[config.mk]
export PLATFORM = sky130hd
export DESIGN_NAME = character_move_ctl_flat
export DESIGN_NICKNAME = d
export VERILOG_FILES = /design/src/rtl/character_move_ctl_if.sv /design/src/rtl/character_move_ctl.sv /design/src/flat_wrapper.sv
export SDC_FILE = /design/constraint.sdc
export NUM_CORES = 1
export LEC_CHECK = 0
export ABC_CLOCK_PERIOD_IN_PS = 7750
export CAP_MARGIN = 10
export CELL_PAD_IN_SITES_DETAIL_PLACEMENT = 1
export CELL_PAD_IN_SITES_GLOBAL_PLACEMENT = 1
export CORE_MARGIN = 8
export CORE_UTILIZATION = 47
export CTS_CLUSTER_DIAMETER = 50
export DETAILED_ROUTE_END_ITERATION = 10
export PLACE_DENSITY = 0.92
export SLEW_MARGIN = 0
export SYNTH_ARGS = -nofsm -noshare
export SYNTH_HDL_FRONTEND = slang
export SYNTH_SLANG_ARGS = --single-unit
[constraint.sdc]
create_clock -name clk -period 7.75 [get_ports clk]
set_clock_uncertainty 0.2 [all_clocks]
set_input_delay 1.55 -clock clk [delete_from_list [all_inputs] [get_ports clk]]
set_output_delay 1.55 -clock clk [all_outputs]
set_load 0.02 [all_outputs]
[src/rtl/character_move_ctl_if.sv]
// Movement controller bus: map inputs, button levels and the
// registered character position/state outputs.
interface character_move_ctl_if;
    logic        frame_tick;
    logic        btn_left;
    logic        btn_right;
    logic        btn_up;
    logic        btn_down;
    logic        btn_jump;
    logic        ladder;
    logic [1:0]  platform;
    logic [10:0] limit_ypos_min;
    logic [10:0] limit_ypos_max;
    logic        end_of_platform;
    logic [10:0] landing_ypos;
    logic [10:0] xpos;
    logic [10:0] ypos;
    logic [1:0]  state;
    logic        facing_left;

    modport master (
        output frame_tick, btn_left, btn_right, btn_up, btn_down,
        output btn_jump, ladder, platform, limit_ypos_min,
        output limit_ypos_max, end_of_platform, landing_ypos,
        input  xpos, ypos, state, facing_left
    );

    modport slave (
        input  frame_tick, btn_left, btn_right, btn_up, btn_down,
        input  btn_jump, ladder, platform, limit_ypos_min,
        input  limit_ypos_max, end_of_platform, landing_ypos,
        output xpos, ypos, state, facing_left
    );
endinterface

[src/rtl/character_move_ctl.sv]
// Per-frame character movement sequencer: GROUND / CLIMB / JUMP / FALL.
// Position, velocity and landing targets only change on frame_tick.
module character_move_ctl #(
    parameter int START_XPOS = 64,
    parameter int START_YPOS = 710,
    parameter int WALK_STEP  = 2,
    parameter int CLIMB_STEP = 2,
    parameter int JUMP_V0    = 12,
    parameter int GRAVITY    = 1,
    parameter int FALL_STEP  = 4,
    parameter int X_MAX      = 976
) (
    input logic clk,
    input logic rst,
    character_move_ctl_if.slave bus
);

    typedef enum logic [1:0] {
        GROUND = 2'b00,
        CLIMB  = 2'b01,
        JUMP   = 2'b10,
        FALL   = 2'b11
    } state_t;

    localparam logic [11:0]        XMAX  = 12'(X_MAX);
    localparam logic [11:0]        WSTEP = 12'(WALK_STEP);
    localparam logic signed [12:0] CSTEP = 13'(CLIMB_STEP);
    localparam logic signed [12:0] FSTEP = 13'(FALL_STEP);
    localparam logic signed [6:0]  GRAV  = 7'(GRAVITY);
    localparam logic signed [6:0]  VMIN  = -7'sd32;

    state_t             state_q, state_d;
    logic [10:0]        xpos_q, xpos_d, ypos_q, ypos_d;
    logic [10:0]        base_q, base_d, land_q, land_d;
    logic signed [5:0]  vel_q, vel_d;
    logic               facing_q, facing_d;

    logic               walk_l, walk_r, walk, ladder_req;
    logic               at_lim, land_hit, fall_hit, fall_done;
    logic [11:0]        x_ext, x_lft, x_rgt;
    logic [10:0]        x_walk;
    logic signed [12:0] y_ext, vel_ext, slope, y_slope, y_jump;
    logic signed [12:0] y_up, y_dn, y_fall;
    logic signed [12:0] min_ext, max_ext, base_ext, land_ext;
    logic signed [6:0]  vel_dec;
    logic signed [5:0]  vel_nx;

    // Clamp 13-bit signed y results into the 11-bit screen range.
    function automatic logic [10:0] sat_y(input logic signed [12:0] v);
        if (v < 13'sd0)
            sat_y = '0;
        else if (v > 13'sd2047)
            sat_y = 11'h7ff;
        else
            sat_y = v[10:0];
    endfunction

    assign walk_l     = bus.btn_left;
    assign walk_r     = bus.btn_right & ~bus.btn_left;
    assign walk       = bus.btn_left | bus.btn_right;
    assign ladder_req = bus.ladder & (bus.btn_up | bus.btn_down);

    assign x_ext  = {1'b0, xpos_q};
    assign x_lft  = (x_ext >= WSTEP) ? x_ext - WSTEP : 12'd0;
    assign x_rgt  = (x_ext + WSTEP > XMAX) ? XMAX : x_ext + WSTEP;
    assign x_walk = walk_l ? x_lft[10:0] : x_rgt[10:0];

    assign y_ext    = $signed({2'b00, ypos_q});
    assign min_ext  = $signed({2'b00, bus.limit_ypos_min});
    assign max_ext  = $signed({2'b00, bus.limit_ypos_max});
    assign base_ext = $signed({2'b00, base_q});
    assign land_ext = $signed({2'b00, land_q});
    assign vel_ext  = $signed({{7{vel_q[5]}}, vel_q});

    // Slope 01 rises to the left, 10 rises to the right.
    assign slope = (bus.platform == 2'b01) ? (walk_l ? -13'sd1 : 13'sd1) :
                   (bus.platform == 2'b10) ? (walk_l ? 13'sd1 : -13'sd1) :
                   13'sd0;
    assign y_slope = y_ext + slope;
    assign y_jump  = y_ext - vel_ext;
    assign y_up    = (y_ext - CSTEP < min_ext) ? min_ext : y_ext - CSTEP;
    assign y_dn    = (y_ext + CSTEP > max_ext) ? max_ext : y_ext + CSTEP;
    assign y_fall  = y_ext + FSTEP;

    assign at_lim    = (ypos_q == bus.limit_ypos_min) ||
                       (ypos_q == bus.limit_ypos_max);
    assign land_hit  = (vel_q < 6'sd0) && (y_jump >= base_ext);
    assign fall_hit  = bus.end_of_platform && (vel_q <= 6'sd0);
    assign fall_done = (y_fall >= land_ext);

    // Velocity saturates at the most negative 6-bit value.
    assign vel_dec = $signed({vel_q[5], vel_q}) - GRAV;
    assign vel_nx  = (vel_dec < VMIN) ? 6'sh20 : vel_dec[5:0];

    // State register.
    always_ff @(posedge clk or posedge rst) begin
        if (rst)
            state_q <= GROUND;
        else
            state_q <= state_d;
    end

    // Next-state selection on each frame tick.
    always_comb begin
        state_d = state_q;
        if (bus.frame_tick) begin
            unique case (state_q)
                GROUND: begin
                    if (ladder_req)
                        state_d = CLIMB;
                    else if (bus.btn_jump)
                        state_d = JUMP;
                    else if (bus.end_of_platform)
                        state_d = FALL;
                end
                CLIMB: begin
                    if (at_lim && walk)
                        state_d = GROUND;
                end
                JUMP: begin
                    if (land_hit)
                        state_d = GROUND;
                    else if (fall_hit)
                        state_d = FALL;
                end
                FALL: begin
                    if (fall_done)
                        state_d = GROUND;
                end
            endcase
        end
    end

    // Position, velocity and landing-target updates per state.
    always_comb begin
        xpos_d   = xpos_q;
        ypos_d   = ypos_q;
        vel_d    = vel_q;
        base_d   = base_q;
        land_d   = land_q;
        facing_d = facing_q;
        if (bus.frame_tick) begin
            unique case (state_q)
                GROUND: begin
                    if (ladder_req) begin
                        ypos_d = ypos_q;
                    end else if (bus.btn_jump) begin
                        vel_d  = 6'(JUMP_V0);
                        base_d = ypos_q;
                    end else if (bus.end_of_platform) begin
                        land_d = bus.landing_ypos;
                    end else if (walk) begin
                        xpos_d   = x_walk;
                        ypos_d   = sat_y(y_slope);
                        facing_d = walk_l;
                    end
                end
                CLIMB: begin
                    if (!(at_lim && walk)) begin
                        if (bus.btn_up)
                            ypos_d = sat_y(y_up);
                        else if (bus.btn_down)
                            ypos_d = sat_y(y_dn);
                    end
                end
                JUMP: begin
                    if (walk) begin
                        xpos_d   = x_walk;
                        facing_d = walk_l;
                    end
                    if (land_hit) begin
                        ypos_d = base_q;
                    end else if (fall_hit) begin
                        land_d = bus.landing_ypos;
                    end else begin
                        ypos_d = sat_y(y_jump);
                        vel_d  = vel_nx;
                    end
                end
                FALL: begin
                    if (fall_done)
                        ypos_d = land_q;
                    else
                        ypos_d = sat_y(y_fall);
                end
            endcase
        end
    end

    // Datapath registers.
    always_ff @(posedge clk or posedge rst) begin
        if (rst) begin
            xpos_q   <= 11'(START_XPOS);
            ypos_q   <= 11'(START_YPOS);
            vel_q    <= '0;
            base_q   <= '0;
            land_q   <= '0;
            facing_q <= 1'b0;
        end else begin
            xpos_q   <= xpos_d;
            ypos_q   <= ypos_d;
            vel_q    <= vel_d;
            base_q   <= base_d;
            land_q   <= land_d;
            facing_q <= facing_d;
        end
    end

    assign bus.xpos        = xpos_q;
    assign bus.ypos        = ypos_q;
    assign bus.state       = state_q;
    assign bus.facing_left = facing_q;

endmodule

[src/flat_wrapper.sv]
// flat-port wrapper written by rule: the top's interface ports become plain ports
module character_move_ctl_flat 
#(
    parameter int START_XPOS = 64,
    parameter int START_YPOS = 710,
    parameter int WALK_STEP  = 2,
    parameter int CLIMB_STEP = 2,
    parameter int JUMP_V0    = 12,
    parameter int GRAVITY    = 1,
    parameter int FALL_STEP  = 4,
    parameter int X_MAX      = 976
)
  (clk, rst, bus_frame_tick, bus_btn_left, bus_btn_right, bus_btn_up, bus_btn_down, bus_btn_jump, bus_ladder, bus_platform, bus_limit_ypos_min, bus_limit_ypos_max, bus_end_of_platform, bus_landing_ypos, bus_xpos, bus_ypos, bus_state, bus_facing_left);
  character_move_ctl_if bus_i ();
  input logic clk;
  input logic rst;
  input wire logic [$bits(bus_i.frame_tick)-1:0] bus_frame_tick;
  input wire logic [$bits(bus_i.btn_left)-1:0] bus_btn_left;
  input wire logic [$bits(bus_i.btn_right)-1:0] bus_btn_right;
  input wire logic [$bits(bus_i.btn_up)-1:0] bus_btn_up;
  input wire logic [$bits(bus_i.btn_down)-1:0] bus_btn_down;
  input wire logic [$bits(bus_i.btn_jump)-1:0] bus_btn_jump;
  input wire logic [$bits(bus_i.ladder)-1:0] bus_ladder;
  input wire logic [$bits(bus_i.platform)-1:0] bus_platform;
  input wire logic [$bits(bus_i.limit_ypos_min)-1:0] bus_limit_ypos_min;
  input wire logic [$bits(bus_i.limit_ypos_max)-1:0] bus_limit_ypos_max;
  input wire logic [$bits(bus_i.end_of_platform)-1:0] bus_end_of_platform;
  input wire logic [$bits(bus_i.landing_ypos)-1:0] bus_landing_ypos;
  output wire logic [$bits(bus_i.xpos)-1:0] bus_xpos;
  output wire logic [$bits(bus_i.ypos)-1:0] bus_ypos;
  output wire logic [$bits(bus_i.state)-1:0] bus_state;
  output wire logic [$bits(bus_i.facing_left)-1:0] bus_facing_left;
  assign bus_i.frame_tick = bus_frame_tick;
  assign bus_i.btn_left = bus_btn_left;
  assign bus_i.btn_right = bus_btn_right;
  assign bus_i.btn_up = bus_btn_up;
  assign bus_i.btn_down = bus_btn_down;
  assign bus_i.btn_jump = bus_btn_jump;
  assign bus_i.ladder = bus_ladder;
  assign bus_i.platform = bus_platform;
  assign bus_i.limit_ypos_min = bus_limit_ypos_min;
  assign bus_i.limit_ypos_max = bus_limit_ypos_max;
  assign bus_i.end_of_platform = bus_end_of_platform;
  assign bus_i.landing_ypos = bus_landing_ypos;
  assign bus_xpos = bus_i.xpos;
  assign bus_ypos = bus_i.ypos;
  assign bus_state = bus_i.state;
  assign bus_facing_left = bus_i.facing_left;
  character_move_ctl #(.START_XPOS(START_XPOS), .START_YPOS(START_YPOS), .WALK_STEP(WALK_STEP), .CLIMB_STEP(CLIMB_STEP), .JUMP_V0(JUMP_V0), .GRAVITY(GRAVITY), .FALL_STEP(FALL_STEP), .X_MAX(X_MAX)) u_core (.clk(clk), .rst(rst), .bus(bus_i));
endmodule
==> flow_summary.toml <==
[placed_design]
hpwlAfterDp_um = 17600
place_congestion = 0.883
numPortBuffers = 68

[setup_path]
path_common_cell = "inv_1"
crit_path_start_kind = "input port"
r2r-start = "u_core.bus.ypos[0]"
endpoint_kind = "flip-flop"
slowest_stage = "nor3_1"
slowest_delay_ns = 0.77
cp.required_ns = 7.76
crit_chain = "clkdlybuf4s50_1 > inv_1 > ha_1 > nor3b_1 > a21oi_1 > inv_1 > fa_1 > a211oi_1 > o21a_1 > o31a_1 > o21bai_1 > xnor2_1 > nor3_1 > o21ai_0 > a41oi_1"
critPathArrivalTime_ns = 5.88
critical_path_class = "input port to flip-flop"
worst_setup_path_startpoint = "bus_platform[0]"
crit_fanout = 13

[status]
outcome = "finished, final reports clean"

[worst_hold_path]
worstHoldStart = "u_core.land_q[9]"
hold_path_class = "flip-flop to flip-flop"

[logic_synthesis]
synth_flop_cell = "dfrtp_1"
ys_types = 71
async_reset_ff_frac = 1.00
ys_warn_count = 0
synth_area_leaders = "dfrtp_1 (18%), ha_1 (16%), o21ai_0 (5.7%)"
netlist_area_mm2 = 0.00656
synth_edf_count = 0
ys_seq_area_frac = 0.200
syn_avg_cell_area_um2 = 7.83
synth-seq-cells = 52
synth_top_area_frac = 0.176
yosysTopAreaCell = "dfrtp_1"
synthCells = 837
syn_nets = 966

[cells_and_area]
fin_util = 0.550
multi_input_area_mm2 = 0.00479
area_growth_pct = 15.4
final_cell_mix = "ha_1 (82), o21ai_0 (75), inv_1 (74)"
antenna_cells = 0
fillerInstances = 1726
layout.cells.most_common = "ha_1"
nets = 1009
drive_gt1_frac = 0.0636
regArea_mm2 = 0.00131

[routing]
vias = 6788
wl_per_cell_um = 22.2
ant_nets = 0
drtIter0Drc = 480
avgViaCountPerCell = 6.40
routed_wl_um = 23500
drc = 0
firstDrtPassIters = 5

[timing]
timing.max_slew.rel_slack = 0.139
min_period_over_period = 0.757
drv_slew = 0
period_needed_ns = 5.87
worst_pin_slew_ns = 1.29
fmax_mhz = 170
hold_viol = 0
rsz0062_at_grt = "false"
setup_viol = 0
setup_tns_ns = 0

[clock_tree]
cts_max_level = 2
cts_made_buffers = 5
post_cts_buffers = 0
cts_num_sinks = 52
cts_hold_buf = 0
cts_resized = 0
clockBufferDepth = 2
clkTransAtPathRegs_ns = 0.08
clk_latency_ns = 0.30
cts-root-buf = "clkbuf_16"
cts_tree = "yes"

[floorplanning]
core_area_mm2 = 0.0138
io_pins = 70
die-area_mm2 = 0.0180
initial_utilization = 0.476
fp.dieW_um = 134
rows = 43
die_h_um = 134

[power_and_ir_drop]
p_leak_nw = 3.26
p_total_mw = 3.86
ir_worst_vdd_uv = 208
power_density_mw_per_mm2 = 510

[global_routing]
overflow = 0
grt_usage = 0.260
grt_pass1_vias = 7251
grt_max_degree = 53
grt_pass1_wl_um = 38000
antenna_found_initial = 0

[job]
cap_violations = 0
path summary, 6_finish.rpt:
path,cells past startpoint,endpoint,slack [ns]
min in group asynchronous,3,u_core.land_q[9],1.56
setup / recovery,15,u_core.bus.ypos[0],1.88
hold / removal,1,u_core.land_q[9],0.31
setup reg to reg,17,u_core.bus.ypos[10],2.09
max in group asynchronous,3,u_core.bus.state[0],5.29
hold reg to reg,1,u_core.land_q[9],0.31
layout make-up:
cell class              count  area share
clock inverters             3      0.0119
inverters                  76      0.0377
clock buffers               5      0.0165
repair buffers             76      0.0979
flip-flops and latches     52       0.173
multi-input cells         669       0.633
well taps                 180      0.0298
per-layer routing:
metal  share of wire  track usage  vias to the layer above  wire length, um
met3           0.060       0.0370                       79             1400
met5               0            0                        -                0
met2            0.49        0.450                      250            11500
met4           0.046        0.133                        0             1080
li1                -            -                     3118                -
met1            0.41        0.307                     3341             9560
per-stage QoR:
| stage | hold slack [ns] | instance area, um^2 | worst slack [ns] | cells |
|---|---|---|---|---|
| after global routing | 0.348 | 7570 | 1.51 | 1061 |
| after global placement | 0.291 | 7350 | 1.87 | 1053 |
| final | 0.310 | 7570 | 1.88 | 1061 |
| after CTS | 0.315 | 7570 | 1.93 | 1061 |
| after floorplan | 0.267 | 6560 | 3.14 | 837 |
| after detailed placement | 0.298 | 7350 | 1.72 | 1053 |
where the power goes:
part / internal [mW] / switching (mW)
logic: 1.16 / 1.63
registers: 0.415 / 0.316
clock network: 0.218 / 0.116
total: 1.80 / 2.06
synthesized netlist by cell type (4+ instances only):
| master | instances |
|---|---|
| ha_1 | 82 |
| inv_1 | 75 |
| o21ai_0 | 75 |
| nor2_1 | 65 |
| nand2_1 | 57 |
| a21oi_1 | 46 |
| dfrtp_1 | 46 |
| xnor2_1 | 32 |
| clkbuf_1 | 30 |
| xor2_1 | 28 |
| nor3_1 | 23 |
| nand3_1 | 16 |
| mux2_2 | 15 |
| mux2i_1 | 14 |
| o21a_1 | 14 |
| a211oi_1 | 13 |
| a21o_1 | 13 |
| a41oi_1 | 12 |
| nand4_1 | 12 |
| o211ai_1 | 10 |
| nand2b_1 | 9 |
| nor2b_1 | 8 |
| nor3b_1 | 8 |
| nor4_1 | 7 |
| o31ai_1 | 7 |
| a221oi_1 | 6 |
| dfstp_2 | 6 |
| o221ai_1 | 6 |
| or2_2 | 6 |
| a31oi_1 | 5 |
| and3_1 | 5 |
| buf_2 | 5 |
| o21bai_1 | 5 |
| o22ai_1 | 5 |
| and4_1 | 4 |
| nor4b_1 | 4 |
| o21ai_1 | 4 |
sequential cells by signal, summed over array words and instances, names as in the netlist:
register,count
u_core.bus.state,2
u_core.land_q,11
u_core.bus.xpos,10
u_core.bus.ypos,11
u_core.base_q,11
u_core.vel_q,6
u_core.bus.facing_left,1
kinds of logic (layout without fill, tap and decap cells):
family                   Yosys count  after routing  share of synthesized area
AO/OA/AOI/OAI                    252            252                      0.253
AND/OR/NAND/NOR                  243            243                      0.188
buffers and inverters            116            160                     0.0693
adder cells (fa/ha/maj)           84             84                      0.163
XOR/XNOR                          60             60                     0.0801
flip-flops                        52             52                      0.200
multiplexers                      29             29                     0.0471
other                              1              1                   0.000572
critical path, delay by kind of cell:
family | cells | cell delay (ns)
XOR/XNOR | 1 | 0.13
buffers and inverters | 3 | 0.87
AND/OR/NAND/NOR | 2 | 0.90
adder cells (fa/ha/maj) | 2 | 0.73
AO/OA/AOI/OAI | 7 | 1.70
(Power assumes the default switching activity.)
==> patch, RTL diff (config.mk and constraints unchanged) <==
Reset style: synchronous (`rst`), changed in 2 clocked blocks.
--- a/src/rtl/character_move_ctl.sv
+++ b/src/rtl/character_move_ctl.sv
@@ -93,7 +93,7 @@
     assign vel_nx  = (vel_dec < VMIN) ? 6'sh20 : vel_dec[5:0];
 
     // State register.
-    always_ff @(posedge clk or posedge rst) begin
+    always_ff @(posedge clk) begin
         if (rst)
             state_q <= GROUND;
         else
@@ -188,7 +188,7 @@
     end
 
     // Datapath registers.
-    always_ff @(posedge clk or posedge rst) begin
+    always_ff @(posedge clk) begin
         if (rst) begin
             xpos_q   <= 11'(START_XPOS);
             ypos_q   <= 11'(START_YPOS);
Function: differs if rst is asserted again (counterexample within 4 cycles, from zero or initial values and one cycle with rst high); with rst held inactive, the same outputs for 4 cycles.
==> patch against the unedited design <==
- worst setup slack got worse by 0.28 ns
- critical path depth decreased by 1
- worst hold slack got worse by 0.018 ns
- core utilization decreased by 0.53 points
- sequential cell count unchanged
- routed wire length increased by 0.17%
- final cell count increased by 6.3%
- first-iteration DRC count increased by 12%
- synthesized area increased by 1.0%
- final area decreased by 0.58%
- global-route usage decreased by 0.073 points
- largest cell class unchanged
Power is not compared: it rests on default switching activity, and its combinational part moved more than twofold at a synthesized area within 25%.
==> patch: results <==
[outcome]
status = "complete, no violations"

[detailed_routing]
first_pass_iters = 5
routed-via-count = 7085
first_iter_violations = 536
wl_per_cell_um = 20.9

[final_layout]
fillers = 1753
antenna_cells = 0
fin_nets = 1076
drive_above_1_share_pct = 4.64

[power_and_ir_drop]
power.density_nw_per_um2 = 231
pwr-share-seq_pct = 20.7
ir_drop_mv = 0.107
p_switching_mw = 0.868
pg_clk_mw = 0.233
power_leader = "combinational logic"
p_leak_nw = 3.03

[placed_design]
dpl.hpwl_um = 18100
port_buffers = 68
place_congestion = 0.925

[yosys]
synth-async-reset-ratio_pct = 0
yosysSeqAreaShare_pct = 15.7
synthXorXnorAreaFrac_pct = 7.80
yosysUniqueCellTypes = 85
synth_compound_area_share_pct = 27.5
ys_warn_count = 0
syn-num-nets = 1035
synth_common_cells = "nor2_1 (105), ha_1 (82), a21oi_1 (76)"
synthMuxAreaShare_pct = 3.66
synth_adder_area_share_pct = 16.1
synth_top_cells_by_area = "dfxtp_1 (16%), ha_1 (15%), nor2_1 (5.9%), a21oi_1 (5.7%), o21ai_0 (4.8%)"
ys.flop_type = "dfxtp_1"

[grt]
first_global_vias = 7291
antenna_found_initial = 0
groute.usage.overall_pct = 25.9
grt_start_max_net_pins = 50
grt_pass1_wl_um = 38100

[min_path]
hp-class = "reg2reg"

[clocking]
cts_buffers = 5
cts_buffer_depth = 2
clk_latency_ns = 0.30
cts.clk_slew.worst_paths_ns = 0.07
cts_htree_levels = 2
post_cts_buffers = 0
cts_resized = 0
ctsRootBufferMaster = "clkbuf_16"

[critical_path]
critical-path-top-delay-family = "compound AO/OA/AOI/OAI gates"
cp.arrival_ns = 6.17
crit_slowest_cell = "clkdlybuf4s50_1"
max_stage_delay_ns = 0.89
path_max_fanout = 15

[timing]
setup_tns_ns = 0
tightest_slew_ns = 1.02
patch: area by class of cell:
class                      instances  area [µm²]  share of cell area [%]
clock buffer                       8         146                    1.95
inverter                          69         259                    3.44
multi-input combinational        742        5110                    67.9
sequential                        52        1040                    13.8
tap                              180         225                    2.99
timing repair buffer              77         743                    9.88
patch: final timing paths:
kind	cells past startpoint	endpoint	slack, ns	from
max	14	u_core.bus.ypos[4]	1.60	bus_btn_left
min	2	u_core.vel_q[3]	0.29	u_core.vel_q[3]
max reg2reg	17	u_core.land_q[2]	2.34	u_core.bus.ypos[1]
min reg2reg	2	u_core.vel_q[3]	0.29	u_core.vel_q[3]
patch: routing by layer:
metal / up-vias / routed length [µm] / global-route usage, %
met5: - / 0 / 0
met4: 0 / 943 / 11.9
met3: 65 / 1300 / 3.83
met2: 239 / 10900 / 43.1
met1: 3451 / 10500 / 32.3
li1: 3330 / - / -
patch: metrics by stage:
stage                     setup slack [ns]  util [%]  hold WS [ns]  std cells  cell area [µm²]
after floorplan                       2.96         -         0.249        906             6630
after global placement                1.55      53.4         0.252       1120             7380
after detailed placement              1.42      53.4         0.264       1120             7380
after CTS                             1.68      54.4         0.287       1128             7530
after global routing                  1.20      54.4         0.308       1128             7530
final                                 1.60      54.4         0.292       1128             7530
patch: worst register-to-register path, stage by stage (launching register included):
cell	delay, ns
dfxtp_1	0.82
inv_1	0.42
fa_1	0.56
nor2b_1	0.21
o31a_2	0.20
or2_2	0.12
o21ai_0	0.06
a21boi_0	0.35
ha_1	0.33
a21o_1	0.16
a21o_1	0.17
a21oi_1	0.25
o21ai_4	0.13
o211ai_4	0.34
a31oi_1	0.13
or2_1	0.49
mux2i_1	0.26
nor2_1	0.06
